--- config.mk ---
export PLATFORM = sky130hd
export DESIGN_NAME = mem_arbiter
export DESIGN_NICKNAME = d
export VERILOG_FILES = /design/src/rtl/mem_arb_pkg.sv /design/src/rtl/mem_arbiter_rr_picker.sv /design/src/rtl/mem_arbiter.sv
export SDC_FILE = /design/constraint.sdc
export NUM_CORES = 1
export LEC_CHECK = 0
export ABC_AREA = 1
export BUFFER_PORTS_ARGS = -buffer_cell sky130_fd_sc_hd__buf_2
export CAP_MARGIN = 20
export CORE_MARGIN = 1
export CORE_UTILIZATION = 35
export CTS_CLUSTER_DIAMETER = 80
export DETAILED_ROUTE_END_ITERATION = 16
export GPL_ROUTABILITY_DRIVEN = 0
export PLACE_DENSITY = 0.69
export SLEW_MARGIN = 20
export SYNTH_ARGS = -nofsm -noshare
export SYNTH_HDL_FRONTEND = slang
export SYNTH_HIERARCHICAL = 1
export SYNTH_SLANG_ARGS = --single-unit
--- constraint.sdc ---
create_clock -name clk -period 2.6 [get_ports clk]
set_clock_uncertainty 0.15 [all_clocks]
set_input_delay 0.52 -clock clk [delete_from_list [all_inputs] [get_ports clk]]
set_output_delay 0.52 -clock clk [all_outputs]
set_load 0.005 [all_outputs]
--- src/rtl/mem_arb_pkg.sv ---
// Shared types and defaults for the data-memory arbiter and its round-robin picker.
package mem_arb_pkg;

  localparam int DEF_NUM_CONSUMERS = 4;
  localparam int DEF_ADDR_BITS     = 8;
  localparam int DEF_DATA_BITS     = 8;

  typedef enum logic [1:0] {
    IDLE       = 2'b00,
    READ_WAIT  = 2'b01,
    WRITE_WAIT = 2'b10,
    RELEASE    = 2'b11
  } arb_state_t;

  function automatic logic [31:0] sat_inc(input logic [31:0] value);
    return (value == 32'hFFFF_FFFF) ? value : value + 32'd1;
  endfunction

endpackage

--- src/rtl/mem_arbiter_rr_picker.sv ---
// Combinational round-robin search: first requester after ptr, wrapping modulo N.
module rr_picker
  import mem_arb_pkg::*;
#(
  parameter int N = DEF_NUM_CONSUMERS,
  localparam int IW = (N > 1) ? $clog2(N) : 1
) (
  input  logic [N-1:0]  req,
  input  logic [IW-1:0] ptr,
  output logic          found,
  output logic [IW-1:0] index
);

  logic [IW-1:0] cand;

  // Walk offsets from farthest to nearest so the nearest hit is the last one written.
  always_comb begin
    found = 1'b0;
    index = '0;
    cand  = '0;
    for (int i = N; i >= 1; i--) begin
      cand = IW'((int'(ptr) + i) % N);
      if (req[cand]) begin
        found = 1'b1;
        index = cand;
      end
    end
  end

endmodule

--- src/rtl/mem_arbiter.sv ---
// Round-robin arbiter sharing one data-memory port among NUM_CONSUMERS requesters.
// Optional performance counters are enabled by defining MEM_ARB_PERF_EN.
module mem_arbiter
  import mem_arb_pkg::*;
#(
  parameter int NUM_CONSUMERS = DEF_NUM_CONSUMERS,
  parameter int ADDR_BITS     = DEF_ADDR_BITS,
  parameter int DATA_BITS     = DEF_DATA_BITS,
  localparam int IDX_BITS     = (NUM_CONSUMERS > 1) ? $clog2(NUM_CONSUMERS) : 1
) (
  input  logic                                      clk,
  input  logic                                      reset_n,
  input  logic [NUM_CONSUMERS-1:0]                  consumer_read_valid,
  input  logic [NUM_CONSUMERS-1:0][ADDR_BITS-1:0]   consumer_read_address,
  output logic [NUM_CONSUMERS-1:0]                  consumer_read_ready,
  output logic [NUM_CONSUMERS-1:0][DATA_BITS-1:0]   consumer_read_data,
  input  logic [NUM_CONSUMERS-1:0]                  consumer_write_valid,
  input  logic [NUM_CONSUMERS-1:0][ADDR_BITS-1:0]   consumer_write_address,
  input  logic [NUM_CONSUMERS-1:0][DATA_BITS-1:0]   consumer_write_data,
  output logic [NUM_CONSUMERS-1:0]                  consumer_write_ready,
  output logic                                      mem_read_valid,
  output logic [ADDR_BITS-1:0]                      mem_read_address,
  input  logic                                      mem_read_ready,
  input  logic [DATA_BITS-1:0]                      mem_read_data,
  output logic                                      mem_write_valid,
  output logic [ADDR_BITS-1:0]                      mem_write_address,
  output logic [DATA_BITS-1:0]                      mem_write_data,
  input  logic                                      mem_write_ready
`ifdef MEM_ARB_PERF_EN
  ,
  output logic [31:0]                               perf_grant_count,
  output logic [31:0]                               perf_stall_count
`endif
);

  arb_state_t               state;
  logic [IDX_BITS-1:0]      current;
  logic [IDX_BITS-1:0]      pointer;
  logic                     served_read;
  logic [NUM_CONSUMERS-1:0] request;
  logic                     pick_found;
  logic [IDX_BITS-1:0]      pick_index;

  assign request = consumer_read_valid | consumer_write_valid;

  rr_picker #(.N(NUM_CONSUMERS)) u_picker (
    .req   (request),
    .ptr   (pointer),
    .found (pick_found),
    .index (pick_index)
  );

  always_ff @(posedge clk or negedge reset_n) begin
    if (!reset_n) begin
      state                <= IDLE;
      current              <= '0;
      pointer              <= IDX_BITS'(NUM_CONSUMERS - 1);
      served_read          <= 1'b0;
      consumer_read_ready  <= '0;
      consumer_read_data   <= '0;
      consumer_write_ready <= '0;
      mem_read_valid       <= 1'b0;
      mem_read_address     <= '0;
      mem_write_valid      <= 1'b0;
      mem_write_address    <= '0;
      mem_write_data       <= '0;
    end else begin
      consumer_read_ready  <= '0;
      consumer_write_ready <= '0;
      case (state)
        IDLE: begin
          if (pick_found) begin
            current <= pick_index;
            pointer <= pick_index;
            if (consumer_read_valid[pick_index]) begin
              served_read      <= 1'b1;
              mem_read_valid   <= 1'b1;
              mem_read_address <= consumer_read_address[pick_index];
              state            <= READ_WAIT;
            end else begin
              served_read       <= 1'b0;
              mem_write_valid   <= 1'b1;
              mem_write_address <= consumer_write_address[pick_index];
              mem_write_data    <= consumer_write_data[pick_index];
              state             <= WRITE_WAIT;
            end
          end
        end
        READ_WAIT: begin
          if (mem_read_ready) begin
            mem_read_valid               <= 1'b0;
            consumer_read_data[current]  <= mem_read_data;
            consumer_read_ready[current] <= 1'b1;
            state                        <= RELEASE;
          end
        end
        WRITE_WAIT: begin
          if (mem_write_ready) begin
            mem_write_valid               <= 1'b0;
            consumer_write_ready[current] <= 1'b1;
            state                         <= RELEASE;
          end
        end
        // Only the served direction must drop; a still-pending write from the
        // same requester would otherwise never be released and never be granted.
        RELEASE: begin
          if (served_read ? !consumer_read_valid[current] : !consumer_write_valid[current])
            state <= IDLE;
        end
        default: state <= IDLE;
      endcase
    end
  end

`ifdef MEM_ARB_PERF_EN
  logic [NUM_CONSUMERS-1:0] current_mask;
  logic                     others_waiting;

  assign current_mask   = NUM_CONSUMERS'(1) << current;
  assign others_waiting = |(request & ~current_mask);

  always_ff @(posedge clk or negedge reset_n) begin
    if (!reset_n) begin
      perf_grant_count <= '0;
      perf_stall_count <= '0;
    end else begin
      if (state == IDLE && pick_found)
        perf_grant_count <= sat_inc(perf_grant_count);
      if (others_waiting)
        perf_stall_count <= sat_inc(perf_stall_count);
    end
  end
`endif

endmodule

==> PnR_summary.wiki <==
{| class="wikitable"
! Metric !! Value
|-
| Result of the run || complete, no violations
|-
| Leakage power total || 0.00286 uW
|-
| Number of standard cells in the final layout excluding fillers || 842
|-
| Share of final-layout standard cells stronger than drive strength 1 || 36.5%
|-
| Share of the synthesized area in the top cell type || 45.1%
|-
| Sequential cell area fraction in the yosys report || 46.5%
|-
| Antenna diodes || 0
|-
| Worst IR drop on VDD || 0.935 mV
|-
| Root buf cell || sky130_fd_sc_hd__clkbuf_8
|-
| Netlist Area Pre-Place || 3940 um2
|-
| Cell count after placement || 823
|-
| Commonest register cell after synthesis || sky130_fd_sc_hd__dfrtp_1
|-
| Number of endpoints with negative hold slack in the final report || 0
|-
| WL per Instance || 13.1 um
|-
| Areal power density over the cells || 1470 nW/um2
|-
| Largest net degree at the start of global routing || 74
|-
| Fmax || 419 MHz
|-
| Unique masters post-synth || 29
|-
| Syn Area/Cell || 7.66 um2
|-
| Cell types with the largest area share after synthesis || sky130_fd_sc_hd__dfrtp_1, sky130_fd_sc_hd__nand2_1, sky130_fd_sc_hd__o21ai_0, sky130_fd_sc_hd__nor2_1, sky130_fd_sc_hd__o22ai_1
|-
| Final standard cell area without fillers || 5270 um2
|-
| Mapped Cells || 514
|-
| Kind of end point of the critical path || flop
|-
| Worst Hold Slack || 0.163 ns
|-
| Max-Slew Margin vs Limit || 39.3%
|-
| Via count of the first global-routing pass || 3747
|-
| Clock buffer count from CTS || 9
|-
| Seq cells post-synth || 73
|-
| CP Data Arrival Time || 2.52 ns
|-
| Number of antenna violations at the first check in global routing || 1
|-
| Final setup violation count || 0
|-
| Deepest clock path buffer count || 2
|-
| Number of pins exceeding their max-slew limit in the final report || 0
|-
| Aggregate negative setup slack || 0 ns
|-
| Final critical path time including I/O delays and setup || 2.39 ns
|-
| Setup repair after global routing missed its margin || no
|-
| Hold-fix buffer count after cts || 0
|-
| Initial core utilization || 36.2%
|-
| Growth of design area from synthesis to finish || 33.9%
|-
| Per-cell via count in the routed design || 4.77
|-
| CORE AREA || 10900 um2
|-
| Post-synth EDFFs || 0
|-
| Y dimension of the die || 108 um
|-
| Warning count from the yosys run || 6
|-
| CP startpoint kind || flop
|-
| Hold/Removal Path Class || input pin to asynchronous set/reset pin
|-
| DRC violations left || 0
|-
| Total clock sinks || 73
|-
| Post-synthesis net count || 634
|-
| Via count || 4020
|-
| Largest driver fanout on the critical path || 20
|-
| Portion of the clock cycle consumed by the worst path in the final layout || 91.7%
|-
| Aggregate global routing overflow || 0
|-
| Async set or reset register ratio after synthesis || 100%
|-
| Net total in the final layout || 817
|-
| Aggregate routed wire length || 11000 um
|-
| Required time at the worst-slack endpoint || 2.73 ns
|-
| Setup Slack @ Placement || -0.0697 ns
|-
| Input/output buffers || 181
|-
| Die Width || 108 um
|-
| TritonCTS clock tree || built
|-
| Num ports || 182
|-
| Global-route wire length before repair || 17500 um
|-
| Initial detailed-routing violation count || 240
|-
| Overall track demand over capacity in global routing || 19.0%
|-
| Clock-pin slew of the registers on the worst-case setup and hold paths || 0.08 ns
|-
| Final HPWL DP || 8390 um
|-
| List of most frequent post-synthesis cells || sky130_fd_sc_hd__nand2_1, sky130_fd_sc_hd__o21ai_0, sky130_fd_sc_hd__dfrtp_1, sky130_fd_sc_hd__nor2_1, sky130_fd_sc_hd__inv_1
|-
| Depth of the CTS H-tree || 3
|-
| Source-to-sink clock delay at the later pin of the worst-skew pair || 0.34 ns
|-
| Number of rows created at floorplan || 38
|-
| Placed standard-cell area || 5010 um2
|-
| Smallest setup slack after layout || 0.215 ns
|-
| Number of nets with antenna violations after routing || 0
|-
| Number of detailed-route iterations in the first pass || 4
|-
| Most frequently used cell type in the post-synthesis netlist || sky130_fd_sc_hd__nand2_1
|-
| Slew at the pin with the worst max-slew slack || 0.911 ns
|-
| Worst Setup Path Type || flop to flop
|-
| Die area || 11700 um2
|-
| Cell type contributing the most total cell area after synthesis || sky130_fd_sc_hd__dfrtp_1
|-
| Max_cap viols || 0
|}
logic make-up after synthesis:
family                   Yosys count  synth area share, %
AO/OA/AOI/OAI                    140                 18.8
adder cells (fa/ha/maj)            4                 1.27
buffers and inverters             70                 7.98
flip-flops                        73                 46.5
AND/OR/NAND/NOR                  227                 25.5
power breakdown:
group	switching, uW	internal, uW
Clock	430	546
Combinational	2900	1920
Sequential	300	1660
Total	3630	4120
worst paths after layout:
check                                     start                endpoint  slack, ns  cells past startpoint
setup / recovery                     pointer[0]    mem_write_address[1]       0.21                     17
hold / removal                          reset_n  consumer_read_ready[1]       0.16                      1
setup reg to reg                     pointer[0]    mem_write_address[1]       0.21                     17
hold reg to reg            mem_write_address[2]    mem_write_address[2]       0.33                      2
max in group asynchronous               reset_n     mem_read_address[3]       1.55                      1
min in group clk               mem_read_data[1]  consumer_read_data[25]       0.33                      3
worst max-delay path: stages (launching register included):
cell                      delay, ns
sky130_fd_sc_hd__dfstp_2       0.56
sky130_fd_sc_hd__buf_12        0.12
sky130_fd_sc_hd__inv_6         0.05
sky130_fd_sc_hd__nand2_1       0.05
sky130_fd_sc_hd__nand3_1       0.10
sky130_fd_sc_hd__nand2_1       0.09
sky130_fd_sc_hd__inv_1         0.04
sky130_fd_sc_hd__nand2_1       0.07
sky130_fd_sc_hd__nand3_1       0.09
sky130_fd_sc_hd__nand2_2       0.13
sky130_fd_sc_hd__inv_2         0.09
sky130_fd_sc_hd__nand2_2       0.08
sky130_fd_sc_hd__nand3_4       0.08
sky130_fd_sc_hd__nand2_4       0.09
sky130_fd_sc_hd__nand2_8       0.12
sky130_fd_sc_hd__nor2_4        0.25
sky130_fd_sc_hd__nand2_1       0.08
sky130_fd_sc_hd__nand2_1       0.07
timing repair:
item | in CTS | in global routing
resized for setup | 0 | 2
buffers inserted | 0 | 2
setup endpoints to repair | 0 | 22
stage by stage:
step,total power (uW),utilization [%]
6_report,7760,48.4
5_1_grt,8570,48.4
3_3_place_gp,6550,46.0
2_1_floorplan,5210,-
4_1_cts,7720,48.0
3_5_place_dp,6730,46.0
metal layers:
layer / vias up / GRT usage [%] / share of wire, %
met1: 1806 / 24.4 / 45
li1: 2039 / - / -
met3: 14 / 3.38 / 6.3
met2: 159 / 32.3 / 47
met5: - / 0 / 0.073
met4: 2 / 5.77 / 0.96
cells in the final DEF (no fill, tap or decap), types with 11 or more instances in the layout:
cell                      count
sky130_fd_sc_hd__dfrtp_1     71
sky130_fd_sc_hd__nand2_2     12
sky130_fd_sc_hd__buf_2      181
sky130_fd_sc_hd__o21ai_0     81
sky130_fd_sc_hd__inv_1       34
sky130_fd_sc_hd__o21ai_1     23
sky130_fd_sc_hd__buf_4       11
sky130_fd_sc_hd__nor2_1      66
sky130_fd_sc_hd__nand2_1    121
sky130_fd_sc_hd__nand3_1     11
sky130_fd_sc_hd__o22ai_1     25
cell type report:
class	count	area, um2
clock buffers	10	128
clock inverters	6	92.6
fillers	1060	5620
inverters	45	175
multi-input cells	372	1810
flip-flops and latches	73	1830
well taps	140	175
repair buffers	196	1060
flip-flops by register name (all words and copies together) (netlist names):
name	count
consumer_read_data	32
mem_read_address	8
mem_write_address	8
mem_write_data	8
consumer_read_ready	4
consumer_write_ready	4
current	2
pointer	2
state	2
mem_read_valid	1
mem_write_valid	1
served_read	1
(Power assumes the default switching activity.)
